[src/rtl/pipe_stage_reg.sv]
// Elastic pipeline-stage register: main + skid entry with valid/ready handshake,
// flush-to-bubble and saturating stall/flush event counters.
module pipe_stage_reg #(
    parameter int unsigned DATA_W = 64,
    parameter int unsigned CTRL_W = 16,
    parameter int unsigned CNT_W  = 16
) (
    input  logic              clk,
    input  logic              reset,
    input  logic              in_valid,
    output logic              in_ready,
    input  logic [DATA_W-1:0] in_data,
    input  logic [CTRL_W-1:0] in_ctrl,
    output logic              out_valid,
    input  logic              out_ready,
    output logic [DATA_W-1:0] out_data,
    output logic [CTRL_W-1:0] out_ctrl,
    input  logic              flush,
    output logic [CNT_W-1:0]  stall_cnt,
    output logic [CNT_W-1:0]  flush_cnt
);

    localparam logic [1:0] ST_EMPTY = 2'd0;
    localparam logic [1:0] ST_FULL  = 2'd1;
    localparam logic [1:0] ST_SKID  = 2'd2;

    logic [1:0]        state_q,     state_d;
    logic [DATA_W-1:0] main_data_q, main_data_d;
    logic [CTRL_W-1:0] main_ctrl_q, main_ctrl_d;
    logic [DATA_W-1:0] skid_data_q, skid_data_d;
    logic [CTRL_W-1:0] skid_ctrl_q, skid_ctrl_d;
    logic              in_ready_q,  in_ready_d;
    logic              out_valid_q, out_valid_d;
    logic [CNT_W-1:0]  stall_cnt_q, stall_cnt_d;
    logic [CNT_W-1:0]  flush_cnt_q, flush_cnt_d;

    // State and datapath registers
    always_ff @(posedge clk) begin
        if (reset) begin
            state_q     <= ST_EMPTY;
            main_data_q <= '0;
            main_ctrl_q <= '0;
            skid_data_q <= '0;
            skid_ctrl_q <= '0;
            in_ready_q  <= 1'b1;
            out_valid_q <= 1'b0;
            stall_cnt_q <= '0;
            flush_cnt_q <= '0;
        end else begin
            state_q     <= state_d;
            main_data_q <= main_data_d;
            main_ctrl_q <= main_ctrl_d;
            skid_data_q <= skid_data_d;
            skid_ctrl_q <= skid_ctrl_d;
            in_ready_q  <= in_ready_d;
            out_valid_q <= out_valid_d;
            stall_cnt_q <= stall_cnt_d;
            flush_cnt_q <= flush_cnt_d;
        end
    end

    // Next-state: main_ctrl is kept zero whenever main is not valid, so out_ctrl needs no gate
    always_comb begin
        state_d     = state_q;
        main_data_d = main_data_q;
        main_ctrl_d = main_ctrl_q;
        skid_data_d = skid_data_q;
        skid_ctrl_d = skid_ctrl_q;
        stall_cnt_d = stall_cnt_q;
        flush_cnt_d = flush_cnt_q;

        if (flush) begin
            state_d     = ST_EMPTY;
            main_ctrl_d = '0;
        end else begin
            case (state_q)
                ST_EMPTY: begin
                    if (in_valid) begin
                        state_d     = ST_FULL;
                        main_data_d = in_data;
                        main_ctrl_d = in_ctrl;
                    end
                end
                ST_FULL: begin
                    if (out_ready) begin
                        if (in_valid) begin
                            main_data_d = in_data;
                            main_ctrl_d = in_ctrl;
                        end else begin
                            state_d     = ST_EMPTY;
                            main_ctrl_d = '0;
                        end
                    end else if (in_valid) begin
                        state_d     = ST_SKID;
                        skid_data_d = in_data;
                        skid_ctrl_d = in_ctrl;
                    end
                end
                ST_SKID: begin
                    if (out_ready) begin
                        state_d     = ST_FULL;
                        main_data_d = skid_data_q;
                        main_ctrl_d = skid_ctrl_q;
                    end
                end
                default: begin
                    state_d     = ST_EMPTY;
                    main_ctrl_d = '0;
                end
            endcase
        end

        in_ready_d  = (state_d != ST_SKID);
        out_valid_d = (state_d != ST_EMPTY);

        if (out_valid_q && !out_ready && !flush && (stall_cnt_q != '1))
            stall_cnt_d = stall_cnt_q + CNT_W'(1);
        if (flush && (state_q != ST_EMPTY) && (flush_cnt_q != '1))
            flush_cnt_d = flush_cnt_q + CNT_W'(1);
    end

    assign in_ready  = in_ready_q;
    assign out_valid = out_valid_q;
    assign out_data  = main_data_q;
    assign out_ctrl  = main_ctrl_q;
    assign stall_cnt = stall_cnt_q;
    assign flush_cnt = flush_cnt_q;

endmodule

[config.mk]
export PLATFORM = sky130hd
export DESIGN_NAME = pipe_stage_reg
export DESIGN_NICKNAME = d
export VERILOG_FILES = /design/src/rtl/pipe_stage_reg.sv
export SDC_FILE = /design/constraint.sdc
export NUM_CORES = 1
export LEC_CHECK = 0
export BUFFER_PORTS_ARGS = -buffer_cell sky130_fd_sc_hd__buf_4
export CAP_MARGIN = 5
export CORE_MARGIN = 2
export CORE_UTILIZATION = 54
export DETAILED_ROUTE_END_ITERATION = 16
export GPL_ROUTABILITY_DRIVEN = 0
export HOLD_SLACK_MARGIN = 0.15
export MAX_ROUTING_LAYER = met4
export PLACE_DENSITY = 0.9
export SKIP_CTS_REPAIR_TIMING = 1
export SLEW_MARGIN = 40
export SYNTH_ARGS = -nofsm -noshare
export SYNTH_HDL_FRONTEND = slang
export SYNTH_SLANG_ARGS = --single-unit
[constraint.sdc]
create_clock -name clk -period 2.7 [get_ports clk]
set_input_delay 0.54 -clock clk [delete_from_list [all_inputs] [get_ports clk]]
set_output_delay 0.54 -clock clk [all_outputs]
set_load 0.1 [all_outputs]
---- Word level (Yosys, flattened, before mapping) ----
Index checks and enable logic that the tools add are counted.
W data, S select, Z words.
word-level totals
  flip-flop bits (word level) ............. 196
  bits in latches ......................... 0
  RAM bits ................................ 0
  memory bits (read-only) ................. 0
  logic and storage cells ................. 52
  memories kept ........................... 0
cells by class
  $add $sub $neg .......................... 2
  multipliers ............................. 0
  divide/modulo/power cells ............... 0
  magnitude comparators ................... 0
  equal/unequal tests ..................... 8
  shift-type cells ........................ 0
  multiplexer cells ....................... 16
  bitwise operators ....................... 2
  reductions and logical operators ........ 15
operators by type and width
  kind                     count
  $mux W64                 3
  $pmux W64 S3             1
  $mux W16                 4
  $pmux W16 S3             1
  $add A16 B1 Y16 const B  2
  $ne A16 B16 Y1 const B   2
  $mux W2                  6
  $ne A2 B2 Y1 const B     4
  $reduce_and A4 Y1        2
  $pmux W2 S3              1
  $logic_and A1 B1 Y1      5
  $reduce_bool A2 Y1       2
  $reduce_and A3 Y1        1
  $reduce_bool A3 Y1       1
  $eq A2 B1 Y1 const B     1
  $eq A2 B2 Y1 const B     1
  $logic_not A1 Y1         2
  $logic_not A2 Y1         1
  $not A1 Y1               2
  $reduce_or A2 Y1         1

---- Depth between registers and ports, before layout ----
Gate-level depths: netlist of run 1.
  word-level depth ........................ 5
  gate-level depth with buffers ........... 8
  mapped depth without buffers ............ 5

---- Least setup slack after synthesis of run 1 ----
No wires, ideal clock.
  path type ............................... register -> register
  start point ............................. reg flush_cnt_q[1], in the netlist flush_cnt[1]
  end point ............................... reg flush_cnt_q[7], in the netlist flush_cnt[7]
  data arrival time ....................... 2609 ps
  data required time ...................... 2579 ps
  path slack .............................. -30 ps
  stages on the path, launching flop included .. 7
  path buffers ............................ 1
  period minus slack after synthesis ...... 2730 ps
  cell sequence ........................... dfxtp_1 -> ha_1 -> nand4_1 -> nor4_1 -> clkbuf_1 -> nor4_1 -> mux2_2
between the ends
  word-level cells in the longest chain between the ends .. 2
  elaborated cells between the ends (all ways) .. 3
  those cells by class .................... 1 x add/sub; 1 x eq/ne; 1 x reduce/logical
RTL lines
  element                                                                  line  source
  start, declared                                                          35    logic [CNT_W-1:0] flush_cnt_q, flush_cnt_d;
  start signal, assigned                                                   58    flush_cnt_q <= flush_cnt_d;
  parallel branches: the longest is 2 deep, another holds $add A16 B1 Y16  --
Parallel ways; which one is timed is not known.
A chain may end at the register's enable or synchronous reset.

---- Worst setup path after layout of run 1 ----
  start point ............................. reg stall_cnt_q[0], in the netlist stall_cnt[0]
  end point ............................... reg stall_cnt_q[5], in the netlist stall_cnt[5]
between the ends
  word-level cells in the longest chain between the ends .. 2
  elaborated cells between the ends (all ways) .. 3
  those cells by class .................... 1 x add/sub; 1 x eq/ne; 1 x reduce/logical
RTL lines
  element                                                                  line  source
  start, declared                                                          34    logic [CNT_W-1:0] stall_cnt_q, stall_cnt_d;
  start signal, assigned                                                   57    stall_cnt_q <= stall_cnt_d;
  parallel branches: the longest is 2 deep, another holds $add A16 B1 Y16  --
Parallel ways; which one is timed is not known.

==> run summary, run 1 <==
The kind of cell with the highest combined delay along the critical path is simple AND/OR/NAND/NOR gates. The clock latency on the worst-skew pair was 0.43 ns; the maximum clock path buffer count was 2. Global routing finished with a remaining overflow of 0.

The full die area was 16300 um^2. The chip width came out at 128 um. Including well taps, the total number of placed cells is 1302. Walking the worst path, the cells encountered are ha_1 > nand4_1 > nor4_2 > buf_4 > nor4_1 > mux2_2. The critical register-to-register path startpoint is stall_cnt[0].

The clock arrives with 0.0120 ns of skew. In this run the critical register-to-register path is captured at stall_cnt[5]. The number of max-slew violations in the final report was 0; the sequential fraction of design power was 0.446. In the final routed layout, each cell accounts on average for 15.9 um. IR analysis of the VDD net gives a maximum drop of 0.440 mV. TritonCTS built the clock tree. For the worst setup path, the data arrival time is 2.42 ns. The largest net degree at the start of global routing was 129; the mean instance size in the synthesized netlist was 8.37 um^2.

Portion of the clock cycle consumed by the worst path in the final layout: 0.780. Synthesis produced 986 cells. The tool flagged a number of max-cap violations equal to 0.

Number of buffer and inverter instances along the worst setup path: 1. The H-tree depth was 4; the post-synthesis register bit count was 196. The logs give 0.150 for the combinational share of power and 6 for the detailed-router iteration count before antenna repair. Worst setup path startpoint: stall_cnt[0]. The leakage power is 0.00433 uW, and the global-route wire length before repair is 33700 um. The library cells used most frequently in the layout, excluding fill and tap cells, are buf_4, dfxtp_1, nand2_1.

The number of nets in the layout was 1220. The half-perimeter wire length after detailed placement was 13400 um. The async set or reset register ratio after synthesis was 0. Synthesis instantiated 33 different standard cells from the library. Proportion of total power due to net switching: 0.273. Once layout is complete, the cells apart from fillers number 1332. The tools report the kind of capture point of the worst setup path as a flop. For this run, the number of Yosys warnings is 0.

The flow ran to the end, and the final reports show no timing, DRC or antenna violations. On the final layout, the worst hold slack is 0.361 ns. The worst hold path begins at in_data[56]. The detailed router finished its first iteration with 770 violations.

The vertical die dimension was 128 um; the clock sink total was 196. The count of buffers added on input and output ports is 198. The detailed-route vias per instance came out at 5.85. The logs give 0 for the number of antenna violations at the first check in global routing and 0 for the DRC violation count after routing. The sum of negative setup slack is 0 ns, and the maximum net fanout on the critical path is 6. The count of nets left with antenna violations once routing finished came out at 0. For the share of the core filled with cells, the log shows 0.695. The via count of the first global-routing pass was 6996.

In this run the power density over the cells is 643 nW/um^2. The wire length after detailed routing is 21200 um, and the final setup violation count is 0. In this run the core area contains 45 standard-cell rows. The clock transition at the registers of the reported paths was 0.07 ns.

The fraction of layout cells with a size suffix above 1 works out to 0.227. Buffers inserted during clock tree synthesis total 17. In this run the count of I/O pins placed on the die edge is 199.

Cell with the largest stage delay on the worst path: nor4_2. The total internal power was 4900 uW; the fmax was 475 MHz. The count of cell instances traversed by the critical path was 6. The library cell used most frequently in the layout, excluding fill and tap cells, is buf_4.

The class of the most critical setup path was flop to flop. The tools report the net count after synthesis as 1073. Most used flip-flop cell after synthesis: dfxtp_1. The root buffer cell chosen for the clock tree is clkbuf_16.

Summing over every cut layer, the via total after detailed routing is 7788. The worst hold path terminates at skid_data_q[56]. The path depth of the worst reg2reg path came out at 6.

For the area of the mapped netlist, the log shows 8250 um^2. The run gives 0.547 as the initial core utilization. Setup repair after global routing left no endpoint under its margin.

Share of the yosys chip area belonging to registers: 0.475. At the worst endpoint, the required time is 3.01 ns. Relative to the synthesized area, the layout overhead comes to 27.1%. For the pin with the worst max-slew slack, the measured transition is 0.747 ns. The shortest period the worst path allows is 2.11 ns, and the number of synthesized flops with an enable pin is 0.

The region available for standard cell placement spans 15100 um^2. The worst hold path stage count is 3. The run gives 0 as the final hold violation count. The tightest min-delay check is of the input pin to flop type. The tools report the number of fill cells in the layout as 1186.

On the worst path, the slowest cell contributes a delay of 0.58 ns. For the global router's overall resource usage, the log shows 0.261. The worst setup slack for register-to-register paths is 0.59 ns. 0 antenna diodes ended up in the layout.

Summed over all nets, the switching power comes to 1840 uW. The tools report the clock network fraction of design power as 0.404. Remaining max-slew budget at the tightest pin: 0.502. The worst setup path is launched from a flop.
==> layout make-up <==
type                    instances  area, um^2  share of cell area
well taps                     188         235              0.0224
multi-input cells             694        4000               0.381
clock inverters                 8         175              0.0167
inverters                       8        30.0             0.00286
clock buffers                  22         454              0.0433
flip-flops and latches        196        3930               0.374
repair buffers                216        1670               0.159
==> Yosys cell counts, types with 6 or more instances <==
cell,number,area (um^2)
or3_1,73,457
a222oi_1,16,160
buf_2,8,40.0
nor2b_1,7,43.8
nor4_1,6,37.5
dfxtp_1,196,3920
nor2_1,28,105
a21oi_1,168,841
o31ai_1,15,113
nand4_1,8,50.1
inv_1,8,30.0
o21ai_0,72,360
mux2i_1,65,651
nand3_1,11,55.1
or4_1,19,143
nand2_1,171,642
clkbuf_1,80,300
mux2_2,7,78.8
==> how the worst max path moves through the flow <==
stage	end	slack, ns
finish	stall_cnt[5]	0.59
global route	stall_cnt[5]	0.48
floorplan	stall_cnt[14]	0.06
global placement	stall_cnt[14]	0.45
detailed placement	stall_cnt[14]	0.42
CTS	flush_cnt[9]	0.63
==> cells by family after synthesis <==
group,count (synthesis),share of synthesized area
buffers and inverters,96,0.0449
DFF,196,0.475
AOI/OAI and AO/OA,283,0.191
adders and majority gates,2,0.00303
muxes,72,0.0884
and+or+nand+nor,337,0.198
==> registers in the layout (all words and copies together), names as in the netlist <==
register / cells
flush_cnt: 16
in_ready: 1
out_ctrl: 16
out_data: 64
out_valid: 1
skid_ctrl_q: 16
skid_data_q: 64
stall_cnt: 16
state_q: 2
==> per-layer routing <==
metal	GRT usage	vias to the layer above	routed length, um	share of wire
met1	0.329	3684	9070	0.43
met3	0.0632	34	1450	0.068
met2	0.414	272	10300	0.48
met5	-	-	0	0
met4	0.0834	0	408	0.019
li1	-	3798	-	-
==> power by group through the flow <==
stage                     Sequential, uW  Clock (uW)  Combinational [uW]
after global placement              3070           0                 995
after floorplan                     3520           0                 259
after CTS                           3010        2770                1010
after detailed placement            3070           0                1010
after global routing                3010        2890                1060
final                               3010        2720                1010
==> stage by stage <==
step                      worst slack (ns)  area, um^2  power, uW
final                                0.595       10500       6740
after global routing                 0.478       10500       6960
after CTS                            0.633       10500       6790
after detailed placement             0.425        9860       4080
after global placement               0.448        9860       4070
after floorplan                     0.0644        8260       3780
==> worst min-delay path: stages <==
cell     delay (ns)
buf_4          0.11
nand2_1        0.05
a21oi_1        0.05
Power figures use the tool's default switching activity.
==> inputs of run 2 (changes only) <==
--- a/config.mk
+++ b/config.mk
@@ -8,12 +8,12 @@
 export BUFFER_PORTS_ARGS = -buffer_cell sky130_fd_sc_hd__buf_4
 export CAP_MARGIN = 5
 export CORE_MARGIN = 2
-export CORE_UTILIZATION = 54
+export CORE_UTILIZATION = 48
 export DETAILED_ROUTE_END_ITERATION = 16
 export GPL_ROUTABILITY_DRIVEN = 0
 export HOLD_SLACK_MARGIN = 0.15
 export MAX_ROUTING_LAYER = met4
-export PLACE_DENSITY = 0.9
+export PLACE_DENSITY = 0.86
 export SKIP_CTS_REPAIR_TIMING = 1
 export SLEW_MARGIN = 40
 export SYNTH_ARGS = -nofsm -noshare
==> constraint.sdc (replaced) <==
create_clock -name clk -period 1.77 [get_ports clk]
set_input_delay 0.354 -clock clk [delete_from_list [all_inputs] [get_ports clk]]
set_output_delay 0.354 -clock clk [all_outputs]
set_load 0.1 [all_outputs]
==> run 2 against run 1 <==
  * The run now ends with negative setup slack left
  * Final cell count rose by 5.2%
  * Worst hold slack worse by 0.18 ns
  * Critical endpoint is now stall_cnt[3]
  * Non-clock buffer count increased by 35
  * Clock-buffer cell count shrank 3
  * Register-to-register slack got worse by 0.63 ns
  * Highest routed layer unchanged
  * Combinational power up 66%
==> run summary, run 2 (synthesis results as in run 1) <==
The wire length per cell after detailed routing came out at 16.5 um. On the critical path, the stage with the largest delay is an instance of or4_4. Proportion of total power due to net switching: 0.297.

The chip width was 135 um; the sequential fraction of design power was 0.457. The clock passes through at most 2 buffers. Setup repair after global routing could not meet its margin everywhere. Data arrives at the worst endpoint at 2.16 ns.

TritonCTS built the clock tree. The layer flagged by global routing as most heavily used is met2. The number of cells on the worst reg-to-reg path is 7.

The H-tree depth was 4. Dividing total power by cell area gives a power density of 876 nW/um^2. Of all nets on the critical path, the largest fanout is 12. The initial core utilization is 0.494, and the maximum vdd drop is 0.664 mV.

The wire length after detailed routing was 23100 um; the fraction of layout cells with a size suffix above 1 was 0.331. The global router's overall resource usage was 0.243; the worst hold path stage count was 3. The detailed router finished its first iteration with 538 violations.

For the largest clock skew in the final design, the log shows 0.0130 ns. The worst hold path endpoint was skid_data_q[36]. The combinational share of power is 0.169, and the leakage power is 0.00462 uW. In this run the power spent charging and discharging nets is 2950 uW.

Clock-pin slew was measured on the worst setup and hold paths at 0.07 ns. The critical path goes through ha_4 > nand4_1 > nor4_2 > buf_4 > buf_12 > or4_4 > a21oi_2. The vertical die dimension works out to 135 um. The path class of the tightest hold or removal check is input pin to flop.

The tools report the DRC violation count after routing as 0. In this run the critical register-to-register path is launched from stall_cnt[1]. The instance area at placement is 10400 um^2, and the met1 layer usage reported by global route is 0.304. The startpoint identified for the worst hold timing path is in_data[36].

The finished layout holds 1401 standard cells, fillers aside. Portion of the clock cycle consumed by the worst path in the final layout: 1.02. Core outline area: 16700 um^2.

STA classifies the critical path startpoint as a flop. The cell family contributing the most delay on the critical path is simple AND/OR/NAND/NOR gates. The remaining max-slew budget at the tightest pin is 0.451, and the count of buffers from port buffering is 198. Counting tap cells, the placed design contains a total of 1361 instances. Entering global routing, the biggest net connects 99 pins. STA classifies the critical path endpoint as a flop. The wire-length estimate of the detail-placed layout is 14600 um. For this run, the post-layout net count is 1255. The number of max-slew violations in the final report was 0; the detailed-router iteration count before antenna repair was 5. The checks that failed: negative setup slack. For the final hold violation count, the log shows 0. Counting I/O delays and the setup requirement, the final critical path takes 1.81 ns.

0 antenna diodes ended up in the layout. After detailed routing, the number of vias per cell comes to 5.64. The internal power of the cells totals 6980 uW. The tools report the met2 track demand over resource as 0.387. The logs give 0 for the antenna violation net count after detailed routing and 0.178 ns for the smallest hold slack. The number of antenna violations at the first check in global routing was 0; the number of buffer and inverter instances along the worst setup path was 2.

On the worst path, the slowest cell contributes a delay of 0.48 ns. The logs give 7905 for the via count and 552 MHz for the fmax. The first global-routing pass estimated 35100 um of wire. The tools report the endpoint of the most critical register-to-register path as stall_cnt[3]. The clock latency on the worst-skew pair was 0.42 ns. The class of the most critical setup path was flop to flop.

The met3 capacity usage during global routing is 0.0657. Global routing finished with a remaining overflow of 0. The worst setup slack for register-to-register paths was -0.04 ns.

Data on the critical path is required at its endpoint by 2.12 ns. The slack of the critical path is -0.0403 ns, and the slew at the pin closest to its max-slew limit is 0.824 ns. The area growth from synthesis to layout came out at 37.5%.

The run gives 1 as the final setup violation count. The clock tree root driver cell is clkbuf_16. The number of buffers created by CTS came out at 17.

In the layout the commonest cells are buf_4, nand2_1, dfxtp_1. The die covers 18300 um^2. Most common cell after layout, fill and taps aside: buf_4. The run finished, with violations left.

The completed layout was analyzed and its total power is 9930 uW. The max-capacitance violation count was 0; the placement row count was 47. After routing the design area is 11300 um^2. Pin placement for this block handled 199 I/O pins. For the clock sink total, the log shows 196. The logs give 0.374 for the clock network fraction of design power and 7260 for the via count of the first global-routing pass.
run 2: power by group through the flow:
stage                     registers (uW)  clock network [uW]  logic, uW
after global placement              4640                   0       1560
after global routing                4550                3980       1760
after detailed placement            4640                   0       1590
final                               4540                3710       1680
after CTS                           4540                3780       1590
after floorplan                     5330                   0        398
run 2: routing by layer:
metal / vias to the layer above / share of wire
met3: 41 / 0.065
met4: 0 / 0.021
li1: 3880 / -
met5: - / 0
met1: 3738 / 0.43
met2: 246 / 0.49
run 2: how the worst max path moves through the flow:
stage / start / to / slack (ns) / cells past startpoint
2_1_floorplan: flush_cnt[1] / flush_cnt[10] / -0.20 / 6
3_3_place_gp: flush / stall_cnt[6] / -0.11 / 5
3_5_place_dp: flush / stall_cnt[14] / -0.14 / 5
4_1_cts: stall_cnt[1] / stall_cnt[14] / -0.06 / 5
5_1_grt: stall_cnt[1] / stall_cnt[3] / -0.07 / 7
6_report: stall_cnt[1] / stall_cnt[3] / -0.04 / 7
run 2: area by class of cell:
cell class	instances	area [um^2]
clock buffers	19	443
inverters	8	30.0
clock inverters	13	120
well taps	220	275
flip-flops and latches	196	4040
fillers	1339	5360
multi-input cells	694	4330
repair buffers	251	2110
run 2: metrics by stage:
stage / setup TNS, ns / util / worst slack, ns
6_report: -0.0403 / 0.679 / -0.0403
5_1_grt: -0.303 / 0.679 / -0.0665
4_1_cts: -0.129 / 0.657 / -0.0599
3_5_place_dp: -5.34 / 0.623 / -0.141
3_3_place_gp: -3.29 / 0.623 / -0.114
2_1_floorplan: -2.05 / - / -0.203
run 2: worst min-delay path: stages:
cell     delay [ns]
buf_4          0.11
nand2_1        0.05
a21oi_1        0.05
==> inputs of run 3 (changes only) <==
--- a/config.mk
+++ b/config.mk
@@ -14,6 +14,7 @@
 export HOLD_SLACK_MARGIN = 0.15
 export MAX_ROUTING_LAYER = met4
 export PLACE_DENSITY = 0.86
+export REMOVE_ABC_BUFFERS = 1
 export SKIP_CTS_REPAIR_TIMING = 1
 export SLEW_MARGIN = 40
 export SYNTH_ARGS = -nofsm -noshare
==> run 3 against run 2 <==
  * The flow still finishes with violations (negative setup slack)
  * Via count rose by 4.3%
  * Power rose by 5.9%
  * Combinational power barely moved
  * Worst setup slack got worse by 0.015 ns
  * Core utilization rose by 0.91 points
  * Critical endpoint is now stall_cnt[5]
  * Largest power group unchanged
==> run summary, run 3 (synthesis results as in run 1) <==
The tools report the maximum vdd drop as 0.664 mV. Before CTS, the worst setup slack after placement is -0.273 ns. The tools report the final hold violation count as 0. The internal portion of the total power is 7450 uW.

The tools report the clock tree root driver cell as clkbuf_16. The floorplan step set the die height to 135 um. The combinational share of power is 0.161. The run gives 0 as the number of antenna violations at the first check in global routing. The chip width came out at 135 um.

For the final database, setup skew stands at 0.00876 ns. The final reports fail on negative setup slack. The initial DRC count came out at 625. The run gives 16700 um^2 as the core outline area. TritonCTS built the clock tree. In the layout the commonest cells are buf_4, dfxtp_1, nand2_1. The remaining max-slew budget at the tightest pin is 0.513. In the routed design, unresolved DRC markers number 0. The clock sink total came out at 196. Buffers placed on the I/O ports in this run total 198. For the number of fill cells in the layout, the log shows 1315.

Summed over all layers, the global routing overflow is 0. The most common cell after layout, fill and taps aside was buf_4. The HPWL after detailed placement is 14700 um.

In this run the cell area measured after placement is 10400 um^2. The clock network fraction of design power came out at 0.403. In this run the static leakage power is 0.00478 uW. The slack of the critical path was -0.0553 ns.

The path type of the worst min-delay path is input pin to flop. Clock tree synthesis inserted a total of 17 buffers. The share of the core filled with cells was 0.688. 0 antenna diodes ended up in the layout. STA classifies the critical path startpoint as a flop.

199 I/O pins were placed. Setup repair after global routing could not meet its margin everywhere. Fraction of layout cells with a size suffix above 1: 0.320.

The area growth from synthesis to layout is 39.3%. The floorplan step defined a die boundary enclosing 18300 um^2. For this block, the routed nets add up to 24300 um of wire. The run gives 11500 um^2 as the post-route standard cell area excluding fillers. The first TritonRoute pass finished after 5 iterations. The critical path is of the flop to flop type. The global router's overall resource usage came out at 0.241. The global-route wire length before repair was 35100 um. Setup violations remaining at the end of the flow were counted as 11. Max-capacitance violation count: 0. The wire length per cell after detailed routing was 17.0 um. For the pin with the worst max-slew slack, the measured transition is 0.730 ns. The power spent charging and discharging nets came out at 3070 uW. The via count of the first global-routing pass is 7409. Entering global routing, the biggest net connects 115 pins.

The number of max-slew violations in the final report is 0. The maximum clock path buffer count is 2. Once detail routing completed, the nets flagged for antenna violations numbered 0. The arrival time at the worst endpoint was 2.14 ns.

STA puts the critical path data required time at 2.08 ns. After clock tree synthesis, the clock-pin slew on the worst setup and hold paths is 0.08 ns. The kind of capture point of the worst setup path was a flop. The portion of the clock cycle consumed by the worst path in the final layout works out to 1.03.

The proportion of total power due to net switching works out to 0.292. The total power is 10500 uW, and the initial core utilization is 0.494. The run gives 0.43 ns as the clock latency on the worst-skew pair.

Sequential fraction of design power: 0.436. Power spread over the standard cell area amounts to 915 nW/um^2. The flow ran to the end, but the final reports show violations. The final route contains 8241 vias. Final hold analysis gives a worst-case slack of 0.176 ns. The H-tree was split into 4 levels. The detailed-route vias per instance is 5.75. After the last flow step, the layout net total stands at 1288. The shortest period the worst path allows is 1.83 ns.

Row generation in the floorplan step produced 47 rows. Based on the critical path, the design can be clocked at up to 548 MHz. Of all nets on the critical path, the largest fanout is 6.
==> run 3: final cells by class <==
class	instances	area [um^2]	share of cell area
repair buffers	284	2370	0.206
flip-flops and latches	196	3950	0.343
clock inverters	14	213	0.0185
multi-input cells	694	4230	0.368
inverters	8	30.0	0.00261
well taps	220	275	0.0239
clock buffers	18	429	0.0373
==> run 3: power groups by stage <==
stage	logic (uW)	clock network [uW]	registers, uW
after global routing	1770	4450	4600
after CTS	1580	4280	4580
final	1690	4240	4590
after global placement	1550	0	4680
after floorplan	296	0	5370
after detailed placement	1580	0	4690
==> run 3: critical path: stages (launching register included) <==
cell and delay (ns):
dfxtp_2 0.35, ha_4 0.16, nand4_1 0.14, buf_4 0.15
nor4_4 0.04, buf_4 0.16, nor4_1 0.33, mux2_2 0.37
==> run 3: metal layers <==
layer  routed length, um  vias to the layer above  global-route usage  part of all wire
met2               12100                      299               0.393              0.50
met5                   0                        -                   -                 0
met4                 663                        0              0.0949             0.027
met3                1250                       51              0.0390             0.051
met1               10400                     3945               0.301              0.43
li1                    -                     3946                   -                 -
==> run 3: path summary, 6_finish.rpt <==
check	from	end	depth (start not counted)	slack (ns)
worst max-delay path	stall_cnt[0]	stall_cnt[5]	7	-0.06
worst min-delay path	in_data[23]	skid_data_q[23]	3	0.18
worst max register to register	stall_cnt[0]	stall_cnt[5]	7	-0.06
worst min register to register	skid_data_q[14]	skid_data_q[14]	2	0.45
==> run 3: through the flow <==
step                      instances  setup TNS (ns)
after floorplan                 898         -512.44
after global placement         1386          -13.64
after detailed placement       1386          -16.24
after CTS                      1418           -2.41
after global routing           1434           -1.58
final                          1434          -0.383
